<file path="config.mk">
export PLATFORM = sky130hd
export DESIGN_NAME = vector_cfg_loader_flat
export DESIGN_NICKNAME = d
export VERILOG_FILES = /design/src/rtl/vector_cfg_loader_if.sv /design/src/rtl/vector_cfg_loader.sv /design/src/flat_wrapper.sv
export SDC_FILE = /design/constraint.sdc
export NUM_CORES = 1
export LEC_CHECK = 0
export ABC_CLOCK_PERIOD_IN_PS = 3450
export CAP_MARGIN = 20
export CORE_MARGIN = 5
export CORE_UTILIZATION = 25
export DETAILED_ROUTE_END_ITERATION = 6
export PLACE_DENSITY_LB_ADDON = 0.08
export SLEW_MARGIN = 20
export SYNTH_ARGS = -nofsm -noshare
export SYNTH_HDL_FRONTEND = slang
export SYNTH_SLANG_ARGS = --single-unit
</file>
<file path="constraint.sdc">
create_clock -name clk -period 3.45 [get_ports clk]
set_input_delay 0.5175 -clock clk [delete_from_list [all_inputs] [get_ports clk]]
set_output_delay 0.5175 -clock clk [all_outputs]
set_load 0.005 [all_outputs]
</file>
<file path="src/rtl/vector_cfg_loader_if.sv">
// vector_cfg_loader_if
//   Bundles the element stream and the lane-wise configuration write port
//   of the ping-pong vector buffer.
//   master : the loader (stream sink, cfg requester)
//   slave  : the environment (stream source, cfg responder)
//   Stream : s_valid, s_ready, s_data, s_last
//   Cfg    : cfg_valid, cfg_write, cfg_rready, cfg_addr, cfg_wdata, cfg_ready
interface vector_cfg_loader_if #(
    parameter int DATA_WIDTH  = 32,
    parameter int PARALLELISM = 4,
    parameter int ADDR_WIDTH  = 10
);
    logic                              s_valid;
    logic                              s_ready;
    logic [DATA_WIDTH-1:0]             s_data;
    logic                              s_last;

    logic [PARALLELISM-1:0]            cfg_valid;
    logic [PARALLELISM-1:0]            cfg_write;
    logic [PARALLELISM-1:0]            cfg_rready;
    logic [PARALLELISM*ADDR_WIDTH-1:0] cfg_addr;
    logic [PARALLELISM*DATA_WIDTH-1:0] cfg_wdata;
    logic [PARALLELISM-1:0]            cfg_ready;

    modport master (
        input  s_valid, s_data, s_last,
        output s_ready,
        output cfg_valid, cfg_write, cfg_rready, cfg_addr, cfg_wdata,
        input  cfg_ready
    );

    modport slave (
        output s_valid, s_data, s_last,
        input  s_ready,
        input  cfg_valid, cfg_write, cfg_rready, cfg_addr, cfg_wdata,
        output cfg_ready
    );
endinterface

</file>
<file path="src/rtl/vector_cfg_loader.sv">
// vector_cfg_loader
//   Packs a valid/ready stream of vector elements into PARALLELISM-wide lane
//   writes on the configuration port of the ping-pong vector buffer.
//   Element k lands in lane k % PARALLELISM, row k / PARALLELISM.
// Ports:
//   clk, rst   clock, synchronous active-high reset
//   start      one-cycle load request (accepted in IDLE only)
//   length     element count, sampled on accepted start
//   bus        stream sink + cfg write master (vector_cfg_loader_if.master)
//   cfg_en     load in progress (FILL or ISSUE)
//   busy       not IDLE
//   done       one-cycle completion pulse
//   err        sticky error, cleared by the next accepted start
// PARALLELISM must be a power of two (lane index is taken from count bits).
module vector_cfg_loader #(
    parameter int LENGTH      = 1024,
    parameter int DATA_WIDTH  = 32,
    parameter int PARALLELISM = 4,
    parameter int ADDR_WIDTH  = $clog2(LENGTH)
) (
    input  logic                  clk,
    input  logic                  rst,
    input  logic                  start,
    input  logic [ADDR_WIDTH:0]   length,
    vector_cfg_loader_if.master   bus,
    output logic                  cfg_en,
    output logic                  busy,
    output logic                  done,
    output logic                  err
);
    localparam int LANE_W = (PARALLELISM > 1) ? $clog2(PARALLELISM) : 1;
    localparam logic [ADDR_WIDTH:0] LEN_MAX = (ADDR_WIDTH+1)'(LENGTH);

    typedef enum logic [1:0] {IDLE, FILL, ISSUE, DONE} state_t;

    state_t                 state_q, state_d;
    logic [ADDR_WIDTH:0]    len_q,   len_d;
    logic [ADDR_WIDTH:0]    cnt_q,   cnt_d;
    logic [ADDR_WIDTH-1:0]  row_q,   row_d;
    logic [PARALLELISM-1:0] pend_q,  pend_d;
    logic [DATA_WIDTH-1:0]  pack_q [PARALLELISM];
    logic [DATA_WIDTH-1:0]  pack_d [PARALLELISM];
    logic                   err_q,   err_d;

    logic [LANE_W-1:0]      lane;
    logic [ADDR_WIDTH:0]    cnt_inc;

    logic                              s_ready;
    logic [PARALLELISM-1:0]            cfg_valid;
    logic [PARALLELISM*ADDR_WIDTH-1:0] cfg_addr;
    logic [PARALLELISM*DATA_WIDTH-1:0] cfg_wdata;

    assign lane    = cnt_q[LANE_W-1:0];
    assign cnt_inc = cnt_q + (ADDR_WIDTH+1)'(1);

    always_ff @(posedge clk) begin
        if (rst) begin
            state_q <= IDLE;
            len_q   <= '0;
            cnt_q   <= '0;
            row_q   <= '0;
            pend_q  <= '0;
            pack_q  <= '{default: '0};
            err_q   <= 1'b0;
        end else begin
            state_q <= state_d;
            len_q   <= len_d;
            cnt_q   <= cnt_d;
            row_q   <= row_d;
            pend_q  <= pend_d;
            pack_q  <= pack_d;
            err_q   <= err_d;
        end
    end

    always_comb begin
        state_d   = state_q;
        len_d     = len_q;
        cnt_d     = cnt_q;
        row_d     = row_q;
        pend_d    = pend_q;
        pack_d    = pack_q;
        err_d     = err_q;
        s_ready   = 1'b0;
        cfg_valid = '0;
        cfg_addr  = '0;
        cfg_wdata = '0;
        cfg_en    = 1'b0;
        busy      = (state_q != IDLE);
        done      = (state_q == DONE);

        case (state_q)
            IDLE: begin
                if (start) begin
                    len_d  = length;
                    cnt_d  = '0;
                    row_d  = '0;
                    pend_d = '0;
                    err_d  = (length > LEN_MAX);
                    if (length == '0 || length > LEN_MAX) begin
                        state_d = DONE;
                    end else begin
                        state_d = FILL;
                    end
                end
            end

            FILL: begin
                s_ready = 1'b1;
                cfg_en  = 1'b1;
                if (bus.s_valid) begin
                    pack_d[lane] = bus.s_data;
                    pend_d[lane] = 1'b1;
                    cnt_d        = cnt_inc;
                    // s_last must coincide exactly with the final element;
                    // it is only checked, never used to end the load.
                    if (bus.s_last != (cnt_inc == len_q)) begin
                        err_d = 1'b1;
                    end
                    if (lane == LANE_W'(PARALLELISM-1) || cnt_inc == len_q) begin
                        state_d = ISSUE;
                    end
                end
            end

            ISSUE: begin
                cfg_en    = 1'b1;
                cfg_valid = pend_q;
                // Non-pending lanes drive zero address/data.
                for (int unsigned i = 0; i < PARALLELISM; i++) begin
                    if (pend_q[i]) begin
                        cfg_addr[i*ADDR_WIDTH +: ADDR_WIDTH]  = row_q;
                        cfg_wdata[i*DATA_WIDTH +: DATA_WIDTH] = pack_q[i];
                    end
                end
                pend_d = pend_q & ~bus.cfg_ready;
                if (pend_d == '0) begin
                    if (cnt_q == len_q) begin
                        state_d = DONE;
                    end else begin
                        row_d   = row_q + ADDR_WIDTH'(1);
                        state_d = FILL;
                    end
                end
            end

            DONE: begin
                state_d = IDLE;
            end

            default: begin
                state_d = IDLE;
            end
        endcase
    end

    assign err            = err_q;
    assign bus.s_ready    = s_ready;
    assign bus.cfg_valid  = cfg_valid;
    assign bus.cfg_write  = cfg_valid;
    assign bus.cfg_rready = '0;
    assign bus.cfg_addr   = cfg_addr;
    assign bus.cfg_wdata  = cfg_wdata;
endmodule

</file>
<file path="src/flat_wrapper.sv">
// flat-port wrapper written by rule: the top's interface ports become plain ports
module vector_cfg_loader_flat 
#(
    parameter int LENGTH      = 1024,
    parameter int DATA_WIDTH  = 32,
    parameter int PARALLELISM = 4,
    parameter int ADDR_WIDTH  = $clog2(LENGTH)
)
  (clk, rst, start, length, cfg_en, busy, done, err, bus_s_valid, bus_s_data, bus_s_last, bus_s_ready, bus_cfg_valid, bus_cfg_write, bus_cfg_rready, bus_cfg_addr, bus_cfg_wdata, bus_cfg_ready);
  vector_cfg_loader_if #(.DATA_WIDTH(DATA_WIDTH), .PARALLELISM(PARALLELISM), .ADDR_WIDTH(ADDR_WIDTH)) bus_i ();
  input  logic clk;
  input  logic rst;
  input  logic start;
  input  logic [ADDR_WIDTH:0] length;
  output logic cfg_en;
  output logic busy;
  output logic done;
  output logic err;
  input wire logic [$bits(bus_i.s_valid)-1:0] bus_s_valid;
  input wire logic [$bits(bus_i.s_data)-1:0] bus_s_data;
  input wire logic [$bits(bus_i.s_last)-1:0] bus_s_last;
  output wire logic [$bits(bus_i.s_ready)-1:0] bus_s_ready;
  output wire logic [$bits(bus_i.cfg_valid)-1:0] bus_cfg_valid;
  output wire logic [$bits(bus_i.cfg_write)-1:0] bus_cfg_write;
  output wire logic [$bits(bus_i.cfg_rready)-1:0] bus_cfg_rready;
  output wire logic [$bits(bus_i.cfg_addr)-1:0] bus_cfg_addr;
  output wire logic [$bits(bus_i.cfg_wdata)-1:0] bus_cfg_wdata;
  input wire logic [$bits(bus_i.cfg_ready)-1:0] bus_cfg_ready;
  assign bus_i.s_valid = bus_s_valid;
  assign bus_i.s_data = bus_s_data;
  assign bus_i.s_last = bus_s_last;
  assign bus_s_ready = bus_i.s_ready;
  assign bus_cfg_valid = bus_i.cfg_valid;
  assign bus_cfg_write = bus_i.cfg_write;
  assign bus_cfg_rready = bus_i.cfg_rready;
  assign bus_cfg_addr = bus_i.cfg_addr;
  assign bus_cfg_wdata = bus_i.cfg_wdata;
  assign bus_i.cfg_ready = bus_cfg_ready;
  vector_cfg_loader #(.LENGTH(LENGTH), .DATA_WIDTH(DATA_WIDTH), .PARALLELISM(PARALLELISM), .ADDR_WIDTH(ADDR_WIDTH)) u_core (.clk(clk), .rst(rst), .start(start), .length(length), .bus(bus_i), .cfg_en(cfg_en), .busy(busy), .done(done), .err(err));
endmodule
</file>
# Word level (Yosys, flattened, before mapping)
# Index checks and enable logic that the tools add are counted.
[word_totals]
reg_bits = 167
out_inout_bits = 185
wordCells = 92
[classes]
add_sub_neg = 2
order_cmp = 5
eq_ne = 13
n_mux = 39
bitwise = 4
reduce_logical = 19
[ops]
columns = ["op", "count"]
rows = [
  ["32-bit 2-to-1 mux", 5],
  ["128-bit bitwise mux", 1],
  ["128-bit 2-to-1 mux", 1],
  ["10-bit 2-to-1 mux", 7],
  ["32-bit demux with 2-bit select", 1],
  ["40-bit 2-to-1 mux", 1],
  ["11-bit equality test", 2],
  ["11-bit 2-to-1 mux", 2],
  ["11-bit one-hot mux with 2 select lines", 1],
  ["10-bit one-hot mux with 2 select lines", 1],
  ["2-bit 2-to-1 mux", 6],
  ["4-bit 2-to-1 mux", 3],
  ["4-bit one-hot mux with 3 select lines", 1],
  ["4-bit AND reduction", 3],
  ["11-bit by 1-bit adder with 11-bit output (second input constant)", 1],
  ["11-bit greater-than comparator (second input constant)", 1],
  ["11-bit zero test", 1],
  ["10-bit by 1-bit adder with 10-bit output (second input constant)", 1],
  ["2-bit one-hot mux with 4 select lines", 1],
  ["2-bit equality test (second input constant)", 3],
  ["1-bit 2-to-1 mux", 6],
  ["2-bit by 1-bit inequality test with 1-bit output (second input constant)", 3],
  ["2-bit inequality test (second input constant)", 3],
  ["3-bit AND reduction", 2],
  ["20 further kinds", 25],
]

# Logic depth before layout (Yosys ltp)
# Gate-level depths: netlist of run 1.
[depth]
ltp_word = 7
depth_mapped = 9
depth_no_buf = 9

# Least setup slack after synthesis of run 1
# Ideal clock, no wire load.
[synth_path]
path_type = "reg-to-reg"
startpoint = "register u_core.state_q[0]"
endpoint = "register u_core.row_q[9]"
setup_time_ns = 0.123
arrival_ns = 2.202
required_ns = 3.327
slack_ns = 1.125
path_stages_with_launch = 10
path_buffers = 1
synth_period_minus_slack_ns = 2.325
cell_sequence = "dfxtp_1 > inv_1 > ha_1 > clkbuf_1 > or4b_4 > nor3_4 > nor2_4 > and3_1 > nand4_1 > mux2_1"
[synth_via]
elab_chain_cells = 3
word_cells_on_any_way = 8
[synth_lines]
columns = ["element", "line", "rtl"]
rows = [
  ["from (decl)", "vector_cfg_loader.sv:36", "state_t state_q, state_d;"],
  ["from (signal assigned)", "vector_cfg_loader.sv:66", "state_q <= state_d;"],
  ["2-bit equality test / 2-bit zero test (equally long branches)", "vector_cfg_loader.sv:92", "case (state_q)"],
  ["2-bit inequality test (no source line) (tied with other cells)", "--", ""],
  ["4-bit AND reduction (no source line)", "--", ""],
  ["to (signal assigned)", "vector_cfg_loader.sv:69", "row_q <= row_d;"],
  ["to (decl)", "vector_cfg_loader.sv:39", "logic [ADDR_WIDTH-1:0] row_q, row_d;"],
]
# Parallel ways exist; a longest one is shown, timed or not.
# A chain may end at the register's enable or synchronous reset.

# Worst setup path after layout of run 1
[layout_path]
startpoint = "register u_core.state_q[0]"
endpoint = "output port bus_cfg_wdata[73]"
[layout_via]
elab_chain_cells = 2
[layout_lines]
columns = ["element", "line", "rtl"]
rows = [
  ["2-bit equality test", "vector_cfg_loader.sv:92", ""],
  ["128-bit 2-to-1 mux", "vector_cfg_loader.sv:92", ""],
  ["to (decl)", "flat_wrapper.sv:27", "output wire logic [$bits(bus_i.cfg_wdata)-1:0] bus_cfg_wdata;"],
]
# No other way between the ends.

==> results, run 1 <==
- The run finished with clean final reports.
- The maximum number of pins on one net before global-route repair is 111.
- Setup violations remaining at the end of the flow were counted as 0.
- Among all stages on the critical path, the largest delay is contributed by clkdlybuf4s50_1.
- The depth of the most critical reg-to-reg path is 8.
- The number of CTS-inserted buffers is 17.
- The clock slew at the register clock pins of the worst setup and hold paths is about 0.070 ns.
- The final net count is 1,310.
- The endpoint type of the worst setup path is an output port.
- The effective utilization at floorplan is 25.5%.
- During placement, the flow inserted port buffers numbering 232.
- The peak fanout along the critical path is between 100 and 150.
- The number of antenna violations at the first check in global routing is 1.
- The beginning of the worst register-to-register path is u_core.cnt_q[0]$_SDFFE_PP0P_.
- The wire length per cell after detailed routing is between 15 and 20 um.
- The distinct cell type count of the synthesized netlist is 56.
- The placed standard-cell area is 10,700 um^2.
- The worst reg-to-reg setup slack is 0.99 ns.
- In this run the deepest clock path goes through 2 buffers.
- The number of DRC markers after the initial detailed-route iteration is 443.
- Post-CTS repair changed the size of 0 cells.
- Counting instances, the worst hold path has a depth of 2.
- Prior to clock tree synthesis, the placed netlist has a worst setup slack of 0.731 ns.
- The cell count after synthesis is 1,080.
- For this design the static power due to leakage is 4.43 nW.
- Measured on the finished design, the core utilization comes to 35.6%.
- The synthesized area is about 8100 um^2.
- For the worst setup path, the data required time is 2.93 ns.
- The area growth from synthesis to layout is 39.8%.
- The final setup TNS is 0 ns.
- In this run the critical register-to-register path is captured at u_core.state_q[0]$_SDFFE_PP0P_.
- The number of iterations in the first detailed-routing pass is 4.
- The power density over the cells is approximately 490 nW/um^2.
- Hold timing on the final database bottoms out at a slack of 0.450 ns.
- The worst path buffer plus inverter count is 3.
- The area inside the core boundary is between 30,000 and 40,000 um^2.
- The count of synthesis-stage warnings from yosys is 0.
- Including well taps, the total number of placed cells is 1,631.
- The post-detailed-placement half-perimeter wirelength is between 20 and 25 mm.
- The filler cells instantiated in the layout total 3,365.
- Registers take 3350 um^2.
- Detailed routing inserted a total of approximately 7,900 vias.
- In the routed layout, each cell is associated on average with a via count of 4.75.
- The number of nets with antenna violations after detailed routing is 0.
- The via count of the first global-routing pass came to 7,806.
- Setup repair after global routing left no endpoint under its margin.
- The min-delay analysis places its worst path in the category flip-flop to flip-flop.
- The data arrival time of the worst path is 2.33 ns.
- The kind of cell with the highest combined delay on the critical path is buffers and inverters.
- The kind of launch point of the worst setup path is a flip-flop.
- The die covers 36,000 um^2.
- The congestion estimate from routability-driven global placement came to 0.783.
- By startpoint and endpoint, the worst setup path is classified as flip-flop to output port.
- Post-CTS timing repair inserted 0 buffers for setup.
- The H-tree was split into 4 levels.
- In this run the tightest slew margin relative to its limit is 33.7%.
- The tree is rooted in a clkbuf_16.
- The total power consumption of the routed design is about 5.5 mW.
- The worst-case clock skew is 0.0186 ns.
- The worst stage delay on the critical path is 0.53 ns.
- Global routing used 16.9% of the available tracks.
- The number of hold violations in the final report is 0.
- For this run, the register share of the synthesized area comes to 41.4%.
- For this run, design rule violations remaining after detail routing come to 0.
- The y dimension of the die is about 190 um.
- The CTS tree is yes.
- The later-pin clock latency in the skew report is 0.44 ns.
- Counting flops and latches in the post-synthesis netlist gives approximately 170.
- The aggregate global routing overflow is 0.
- The total area of multi-input combinational cells is 4280 um^2.
- The number of max-capacitance violations reported is 0.
- The maximum achievable frequency is 352 MHz.
- The global-route wire length before repair is 48.0 mm.
- The width of the die is 190 um.
- The floorplan has 65 rows.
- The startpoint identified for the worst hold timing path is u_core.pack_q[35]$_SDFFE_PP0P_.
- The number of clock sinks seen by CTS is 167.
- Traced cell by cell, the critical path runs through inv_1, ha_4, buf_12, and3_1, clkdlybuf4s50_1.
- The number of hold buffers added after CTS was 0.
- The aggregate routed wire length is 31.5 mm.
- Summing all non-filler instances in the final layout gives an area of 11,300 um^2.
- In the post-route analysis, the smallest setup slack over all paths is between 0.6 and 0.7 ns.
- A synthesized cell averages 7.48 um^2.
- The transition time at the pin with the least slew margin is 0.994 ns.
- The number of pins with negative max-slew slack in the final report came to 0.
- The final period demand of the worst path is 2.84 ns.
- Across the VDD grid, the largest voltage drop is ~0.3 mV.
- Leaving out filler cells and counting taps, the final layout contains 1,665.
- The fraction of final layout cells with drive strength greater than 1 is 5.71%.
- In this run the count of I/O pins placed on the die edge is 237.
- The fraction of the cycle the final worst path needs is 82.4%.
- The endpoint of the worst hold-timing path is u_core.pack_q[35]$_SDFFE_PP0P_.
cells by family after synthesis:
family	synth area share [%]
compound gates	13.7
xor+xnor	2.71
fa+ha+maj	1.55
other cells	0.0464
simple gates	34.4
mux	0.279
flops	41.4
buf+inv	5.96
synthesized netlist by cell type, drive strengths merged:
library cell	count	area share [%]
nand2	292	14
and3	178	14
dfxtp	167	41
a21oi	152	9.5
clkbuf	92	4.3
nor2	33	1.7
o21ai	18	1.2
nand3	13	1.0
xor2	13	1.4
buf	12	1.2
xnor2	12	1.3
nor2b	11	0.85
ha	10	1.5
nand4	10	0.77
inv	9	0.42
a211oi	6	0.56
and2	6	0.50
nor4	6	0.46
nor3	5	0.51
a31oi	4	0.31
or3	4	0.31
a22oi	3	0.28
and4	2	0.22
mux2	2	0.28
nor3b	2	0.19
o31ai	2	0.36
a2111oi	1	0.19
a21o	1	0.093
conb	1	0.046
nand2b	1	0.077
nand3b	1	0.093
nand4bb	1	0.14
o2111ai	1	0.11
o211a	1	0.12
o211ai	1	0.15
o21a	1	0.093
o21bai	1	0.093
o22ai	1	0.077
o311ai	1	0.20
o31a	1	0.11
o41ai	1	0.34
or4b	1	0.17
how the worst max path moves through the flow:
| stage | depth (start not counted) | endpoint | startpoint | slack [ns] |
|---|---|---|---|---|
| after detailed placement | 4 | u_core.pack_q[2]$_SDFFE_PP0P_ | bus_s_valid | 0.73 |
| final | 5 | bus_cfg_wdata[73] | u_core.state_q[0]$_SDFFE_PP0P_ | 0.61 |
| after CTS | 2 | bus_cfg_wdata[97] | u_core.pend_q[3]$_SDFFE_PP0P_ | 0.61 |
| after global placement | 4 | u_core.pack_q[2]$_SDFFE_PP0P_ | bus_s_valid | 0.76 |
| after global routing | 5 | bus_cfg_wdata[73] | u_core.state_q[0]$_SDFFE_PP0P_ | 0.50 |
| after floorplan | 9 | u_core.row_q[9]$_SDFFE_PP0P_ | u_core.state_q[0]$_SDFFE_PP0P_ | 1.13 |
power by group:
part           leakage, nW  total, mW  internal, mW  switching, mW
Clock                0.302       2.01          1.06          0.944
Combinational         2.77       1.32         0.446          0.875
Sequential            1.35       2.15          2.03          0.118
worst min-delay path, stage by stage, from the launching register on:
cell and delay, ns:
dfxtp_1 0.31, nand2_1 0.05, a21oi_1 0.05
sequential cells by signal, indices dropped and copies added (netlist names):
register / cells
u_core.pend_q: 4
u_core.len_q: 11
u_core.err: 1
u_core.pack_q: 128
u_core.state_q: 2
u_core.row_q: 10
u_core.cnt_q: 11
placed cells by master, fill, tap and decap left out, types with 11 or more instances in the layout:
cell type | Yosys | routed
a21oi_1 | 151 | 151
and3_1 | 178 | 178
buf_4 | 8 | 15
clkbuf_16 | 0 | 17
clkdlybuf4s50_1 | 0 | 231
dfxtp_1 | 167 | 164
nand2_1 | 291 | 291
nor2_1 | 31 | 31
nor2b_1 | 11 | 11
o21ai_0 | 17 | 17
xnor2_1 | 12 | 12
xor2_1 | 13 | 13
cell type report:
| class | instances | area share (%) |
|---|---|---|
| tap | 402 | 4.45 |
| clock inverter | 14 | 1.56 |
| clock buffer | 18 | 3.89 |
| timing repair buffer | 250 | 22.2 |
| multi-input combinational | 803 | 37.9 |
| sequential | 167 | 29.6 |
| antenna | 2 | 0.0443 |
| inverter | 9 | 0.299 |
layer usage:
| layer | global-route usage, % | part of all wire (%) | up-vias |
|---|---|---|---|
| met4 | 3.78 | 1.1 | 0 |
| li1 | - | - | 3964 |
| met2 | 28.9 | 49 | 168 |
| met3 | 3.43 | 4.1 | 16 |
| met5 | 0 | 0 | - |
| met1 | 22.2 | 46 | 3767 |
Note: power is estimated with default switching activity, not from simulation.
==> run 2, diff against run 1 <==
--- a/config.mk
+++ b/config.mk
@@ -5,7 +5,7 @@
 export SDC_FILE = /design/constraint.sdc
 export NUM_CORES = 1
 export LEC_CHECK = 0
-export ABC_CLOCK_PERIOD_IN_PS = 3450
+export ABC_CLOCK_PERIOD_IN_PS = 2400
 export CAP_MARGIN = 20
 export CORE_MARGIN = 5
 export CORE_UTILIZATION = 25
==> constraint.sdc (replaced) <==
create_clock -name clk -period 2.4 [get_ports clk]
set_input_delay 0.36 -clock clk [delete_from_list [all_inputs] [get_ports clk]]
set_output_delay 0.36 -clock clk [all_outputs]
set_load 0.005 [all_outputs]
==> run 2 against run 1 <==
  * The flow now finishes with violations (negative setup slack)
  * Sequential cell count unchanged
  * Total power increased by 53%
  * Sequential share of layout area decreased by 1.4 points
  * Global-route usage increased by 0.48 points
  * Sequential power increased by 42%
  * Die area unchanged
  * Utilization increased by 1.9 points
  * Clock power increased by 37%
  * Highest routed layer unchanged
  * Combinational power increased by 95%
  * Wire length increased by 1.5%
  * Worst hold slack got worse by 0.16 ns
==> results, run 2 (same netlist as run 1, synthesis figures left out) <==
- The maximum number of pins on one net before global-route repair is 115.
- Setup violations remaining at the end of the flow were counted as 43.
- u_core.pack_q holds more flip-flops than any other register.
- The placed standard-cell area is 11,000 um^2.
- Data on the critical path is required at its endpoint by 2.04 ns.
- The min-delay analysis places its worst path in the category primary input to flip-flop.
- For this design, the slowest cell found on the critical path is clkdlybuf4s50_1.
- The first routing iteration left 446 violations.
- The worst-case vdd ir drop is 0.425 mV.
- The tool flagged a number of max-cap violations equal to 0.
- The worst hold margin is 0.293 ns.
- The total overflow left after global routing is 0.
- The initialized floorplan defines 65 standard-cell rows.
- Dividing total power by cell area gives a power density of just over 700 nW/um^2.
- Based on the critical path, the design can be clocked at up to between 400 and 500 MHz.
- 237 I/O pins were placed.
- The worst setup path is of the flip-flop to output port kind.
- For this run, the post-layout net count is 1,350.
- The number of antenna violations at the first check in global routing is 0.
- Compared with the post-synthesis result, the final layout area differs by 47.1%.
- Leaving out fill and tap cells, the most frequent cell in the layout is nand2_1.
- The die covers around 36,000 um^2.
- The clock slew at the register clock pins of the worst setup and hold paths is 0.08 ns.
- The register with the most flip-flops in the layout has about 130 of them.
- Headroom to the max-slew limit came out at 60.3%.
- The average via count per standard cell is approximately 4.7.
- The count of buffers added on input and output ports is between 200 and 250.
- The endpoint type of the worst setup path is an output port.
- The worst setup margin is -0.0349 ns.
- The worst path in the final design needs a cycle of 2.43 ns, including I/O delays and setup.
- The fraction of the cycle the final worst path needs is 101%.
- Routability-driven placement finished with a final weighted congestion of 0.827.
- The finished cells cover 11,900 um^2.
- The number of hold violations in the final report is 0.
- The run finished, with violations left.
- 0 antenna diodes ended up in the layout.
- STA classifies the critical path startpoint as a flip-flop.
- In this run the worst path has a maximum fanout of 38.
- The aggregate routed wire length is 32.0 mm.
- The signal on the critical path passes through inv_2, ha_4, buf_12, buf_12, and3_1, clkdlybuf4s50_1.
- After detailed routing, the number of remaining DRC violations is 0.
- The initial utilization of the core area, before any placement, comes to 25.5%.
- The final reports fail on negative setup slack.
- The number of CTS-inserted buffers is 17.
- Setup repair after global routing could not meet its margin everywhere.
- The CTS tree is yes.
- The static power due to leakage is 5.69 nW.
- In the final layout, the multi-input gates occupy 4290 um^2.
- Summing all flip-flop and latch instances after layout gives ~3400 um^2.
- The post-detailed-placement half-perimeter wirelength is around 21 mm.
- The library cells used most frequently in the layout, excluding fill and tap cells, are nand2_1 (291), and3_1 (177), dfxtp_1 (162), a21oi_1 (151), clkdlybuf4s50_1 (142).
- The H-tree was split into 4 levels.
- The post-layout instance count excluding filler cells is 1,702.
- The clock net in this run drives a total of roughly 170 sinks.
- For the worst-skew pair, the clock arrives at the later sink with an insertion delay of approximately 0.43 ns.
- On the worst path, the slowest cell contributes a delay of 0.51 ns.
- The width of the die is 190 um.
- The area inside the core boundary is 31,700 um^2.
- By instance count, the cell type seen most on the critical path is buf_12.
- The worst path buffer plus inverter count is 4.
- The number of placed instances, taps included, is 1,659.
- The fraction of final layout cells with drive strength greater than 1 is 9.00%.
- The overall global routing resource usage is 17.4%.
- On the critical path the largest part of the delay comes from buffers and inverters.
- No sink is reached through more buffers than the 2 on the longest clock path.
- The number of iterations in the first detailed-routing pass is 4.
- Across all layers, the routed design uses 8,055 vias.
- The transition time at the pin with the least slew margin is 0.595 ns.
- Dividing the detail-routed wire length by the instance count gives about 19 um.
- The root buffer cell is clkbuf_16.
- In the final layout, the registers with the most flip-flops are u_core.pack_q (128), u_core.cnt_q (11), u_core.len_q (11).
- In this run the remaining antenna-violating nets after routing total 0.
- At the worst endpoint, the arrival time is 2.07 ns.
- The first global-routing pass estimated 49.5 mm of wire.
- The number of pins with negative max-slew slack in the final report came to 0.
- The via count of the first global-routing pass is approximately 8,000.
- The y dimension of the die is 190 um.
- In the final timing run, aggregate negative setup slack is -0.410 ns.
- The number of filler cells placed in the layout is 3,359.
- The worst-case clock skew is 0.0150 ns.
[run 2: cell types whose count changed in the layout (fill, tap and decap cells not counted), moves of 8 or more]
cell and delta:
buf_4 +24, buf_12 +8, clkdlybuf4s15_1 +8, dlygate4sd2_1 +39, dlymetal6s2s_1 +42, clkdlybuf4s50_1 -89
[run 2: through the flow]
| stage | total power, mW | util [%] | setup WS, ns |
|---|---|---|---|
| after detailed placement | 5.26 | 34.6 | 0.122 |
| after floorplan | 4.27 | - | 0.0751 |
| after global routing | 8.88 | 37.5 | -0.109 |
| after CTS | 8.47 | 37.0 | -0.0842 |
| after global placement | 5.26 | 34.6 | 0.124 |
| final | 8.38 | 37.5 | -0.0349 |
[run 2: routing by layer]
metal	GRT usage (%)	wire [um]
met1	23.3	15000
met2	29.6	15400
met3	3.03	1250
met4	3.53	311
met5	0	0
[run 2: power breakdown]
| group | internal (mW) | leakage [nW] | switching [mW] |
|---|---|---|---|
| Sequential | 2.92 | 1.35 | 0.123 |
| Combinational | 1.14 | 4.05 | 1.44 |
| Clock | 1.39 | 0.286 | 1.36 |
[run 2: path summary, 6_finish.rpt]
check | startpoint | end | slack [ns] | cells after the start
max reg2reg | u_core.cnt_q[1]$_SDFFE_PP0P_ | u_core.state_q[0]$_SDFFE_PP0P_ | 0.20 | 8
max | u_core.state_q[0]$_SDFFE_PP0P_ | bus_cfg_wdata[14] | -0.03 | 6
min reg2reg | u_core.pack_q[39]$_SDFFE_PP0P_ | u_core.pack_q[39]$_SDFFE_PP0P_ | 0.45 | 2
min | rst | u_core.cnt_q[10]$_SDFFE_PP0P_ | 0.29 | 2
[run 2: repair_timing]
item | 4_1_cts | 5_1_grt
hold buffers | 0 | 0
endpoints found under the setup margin | 176 | 141
buffers inserted | 5 | 2
pin swaps | 0 | 1
gates resized for setup | 57 | 53
cloned | 5 | 0
[run 2: area by class of cell]
cell class	count	share of cell area [%]
sequential	167	28.2
clock buffer	17	3.58
inverter	9	0.284
tap	402	4.23
timing repair buffer	290	26.2
multi-input combinational	803	36.1
clock inverter	14	1.37
==> run 3, diff against run 2 <==
--- a/config.mk
+++ b/config.mk
@@ -7,10 +7,14 @@
 export LEC_CHECK = 0
 export ABC_CLOCK_PERIOD_IN_PS = 2400
 export CAP_MARGIN = 20
+export CELL_PAD_IN_SITES_DETAIL_PLACEMENT = 1
+export CELL_PAD_IN_SITES_GLOBAL_PLACEMENT = 2
 export CORE_MARGIN = 5
-export CORE_UTILIZATION = 25
+export CORE_UTILIZATION = 24
 export DETAILED_ROUTE_END_ITERATION = 6
+export GPL_ROUTABILITY_DRIVEN = 0
 export PLACE_DENSITY_LB_ADDON = 0.08
+export RECOVER_POWER = 25
 export SLEW_MARGIN = 20
 export SYNTH_ARGS = -nofsm -noshare
 export SYNTH_HDL_FRONTEND = slang
==> run 3 against run 2 <==
  * The run still ends with negative setup slack left
  * Total power increased by 6.6%
  * Register-to-register slack got worse by 0.20 ns
  * Sequential share of layout area decreased by 0.44 points
  * Wire length increased by 11%
  * Cell count increased by 3.1%
  * First-iteration DRC count decreased by 23%
  * Critical endpoint is now bus_cfg_wdata[88]
  * Combinational power increased by 15%
  * Clock skew decreased by 0.0028 ns
  * Worst setup slack got worse by 0.031 ns
==> results, run 3 (same netlist as run 1, synthesis figures left out) <==
- The tightest min-delay check is of the primary input to flip-flop type.
- The worst hold margin is 0.274 ns.
- The longest clock path from root to sink contains 2 buffers.
- The endpoint of the worst hold-timing path is u_core.cnt_q[7]$_SDFFE_PP0P_.
- The kind of launch point of the worst setup path is a flip-flop.
- The via count of the first global-routing pass is between 8,000 and 9,000.
- In the final routed layout, each cell accounts on average for 20.3 um.
- u_core.pack_q holds more flip-flops than any other register.
- The first detailed-routing pass ran for 4 iterations.
- The data arrival time of the worst path is 2.11 ns.
- The root buffer cell is clkbuf_16.
- The register with the most flip-flops in the layout has 128 of them.
- The number of pins with negative max-slew slack in the final report came to 0.
- At the pin with the least slew margin, the transition time is ~0.97 ns.
- The worst setup slack after placement is 0.0590 ns.
- The peak fanout along the critical path is 7.
- The worst path uses 103% of the clock period.
- The final setup TNS is -0.0661 ns.
- Dividing total power by cell area gives a power density of 739 nW/um^2.
- The post-route netlist has 10.5% of its cells at a drive strength greater than 1.
- STA puts the critical path data required time at around 2 ns.
- The endpoint type of the worst setup path is an output port.
- Clock-pin slew was measured on the worst setup and hold paths at 0.07 ns.
- The placed standard-cell area is 11,000 um^2.
- The static power due to leakage is 6.42 nW.
- The average via count per standard cell is 4.73.
- The initial utilization of the core area, before any placement, comes to 24.2%.
- At the later pin of the worst-skew pair, clock insertion delay measures roughly 0.43 ns.
- TritonCTS built the clock tree.
- The global-route wire length before repair is 53.2 mm.
- The relative area change from synthesis to final layout is 49.6%.
- The library cell used most frequently in the layout, excluding fill and tap cells, is nand2_1.
- The post-route cell area is 12,100 um^2.
- The die covers between 30,000 and 40,000 um^2.
- The number of clock sinks seen by CTS is 167.
- The total overflow left after global routing is 0.
- The beginning of the worst register-to-register path is u_core.state_q[0]$_SDFFE_PP0P_.
- Entering global routing, the biggest net connects 100 pins.
- After floorplanning, the core was divided into 67 placement rows.
- The tool flagged a number of max-cap violations equal to 0.
- The largest registers in the layout are u_core.pack_q (128), u_core.cnt_q (11), u_core.len_q (11).
- The worst path in the final design needs a cycle of approximately 2.5 ns, including I/O delays and setup.
- Counting cells, the worst reg-to-reg path comes to 11.
- The worst setup margin is -0.0661 ns.
- The number of instances on the worst hold path is 2.
- Headroom to the max-slew limit came out at 35.7%.
- After detailed routing, the total wire length is 35.6 mm.
- The number of DRC markers after the initial detailed-route iteration is 345.
- The total DRC errors in the routed layout is 0.
- The run finished, with violations left.
- The checks that failed: negative setup slack.
- In this run the remaining antenna-violating nets after routing total 0.
- The hold buffer count at CTS is 0.
- The count of input and output buffers is between 200 and 250.
- The final net count is 1,355.
- Pin placement for this block handled roughly 240 I/O pins.
- The worst-case clock skew is roughly 0.012 ns.
- Setup repair after global routing could not meet its margin everywhere.
- Setup violations remaining at the end of the flow were counted as 1.
- The number of antenna violations at the first check in global routing is 1.
- Global routing consumed, over all layers together, 17.9% of the routing resources.
- In this run the standard cell core region covers 33,400 um^2.
- The capture point of the worst reg-to-reg path is u_core.row_q[9]$_SDFFE_PP0P_.
- The floorplan step set the die width to 193 um.
- The worst setup path is of the flip-flop to output port kind.
- The maximum achievable frequency is 405 MHz.
- The startpoint identified for the worst hold timing path is rst.
- The worst-case vdd ir drop is 0.437 mV.
- The final design utilization is 36.2%.
- The overall via count from detail_route is 8,301.
- The worst register-to-register path has a setup slack of 0 ns.
- Detailed placement finished with a half-perimeter wire length of 22.3 mm.
- In this run the number of H-tree levels came out at 4.
- The number of CTS-inserted buffers is 17.
- The y dimension of the die is 193 um.
- The number of hold violations in the final report was 0.
- The top cell types in the final layout, fill and taps aside, are nand2_1 (291), and3_1 (168), dfxtp_1 (159), a21oi_1 (151), dlygate4sd2_1 (114).
run 3: cell count changes in the layout (fill, tap and decap cells not counted), sizes merged:
cell,previous run,this run
diode,0,1
clkdlybuf4s50,142,55
buf,57,54
bufinv,0,3
clkbuf,17,26
clkdlybuf4s15,8,1
clkinv,10,6
dlygate4sd3,0,1
dlymetal6s2s,42,60
inv,13,12
dlygate4sd2,39,114
clkinvlp,0,2
run 3: stage by stage:
step | instances | power (mW)
after detailed placement | 1698 | 5.28
after floorplan | 1083 | 4.27
after global placement | 1698 | 5.26
after global routing | 1754 | 9.41
final | 1755 | 8.93
after CTS | 1738 | 8.60
run 3: cell type report:
type	instances	area (um^2)
Clock buffer	18	429
Inverter	9	33.8
Fill cell	4054	21300
Clock inverter	14	175
Antenna cell	1	2.50
Timing Repair Buffer	295	3170
Tap cell	448	561
Multi-Input combinational cell	803	4360
Sequential cell	167	3360
run 3: timing repair:
item                       in CTS  in global routing
setup endpoints to repair     176                 64
pin swaps                       1                  4
buffers inserted                5                 11
resized for setup             129                 82
cloned                          3                  6
run 3: worst max path at each step:
stage,from,endpoint,slack (ns),cells after the start
after CTS,u_core.state_q[0]$_SDFFE_PP0P_,bus_cfg_wdata[117],-0.11,5
after global routing,u_core.state_q[0]$_SDFFE_PP0P_,bus_cfg_wdata[88],-0.13,7
after floorplan,u_core.state_q[0]$_SDFFE_PP0P_,u_core.row_q[9]$_SDFFE_PP0P_,0.08,9
after global placement,bus_cfg_ready[1],u_core.row_q[8]$_SDFFE_PP0P_,0.09,8
after detailed placement,bus_cfg_ready[1],u_core.row_q[9]$_SDFFE_PP0P_,0.06,8
final,u_core.state_q[0]$_SDFFE_PP0P_,bus_cfg_wdata[88],-0.07,7
run 3: power by group:
part	internal, mW	leakage (nW)	switching (mW)
sequential	2.93	1.35	0.121
clock	1.65	0.293	1.27
combinational	1.32	4.77	1.65
total	5.90	6.42	3.03
run 3: worst max-delay path, cell delays in order (launching register included):
cell             delay [ns]
dfxtp_2                0.33
inv_2                  0.07
ha_4                   0.17
buf_4                  0.14
buf_4                  0.14
clkbuf_16              0.15
and3_4                 0.18
clkdlybuf4s50_1        0.49
run 3: routing by layer:
metal	up-vias	wire length, um	global-route usage, %
met2	144	17700	31.2
met1	4078	16400	23.0
met5	-	0	0
met4	0	279	3.51
met3	14	1110	3.57
li1	4065	-	-
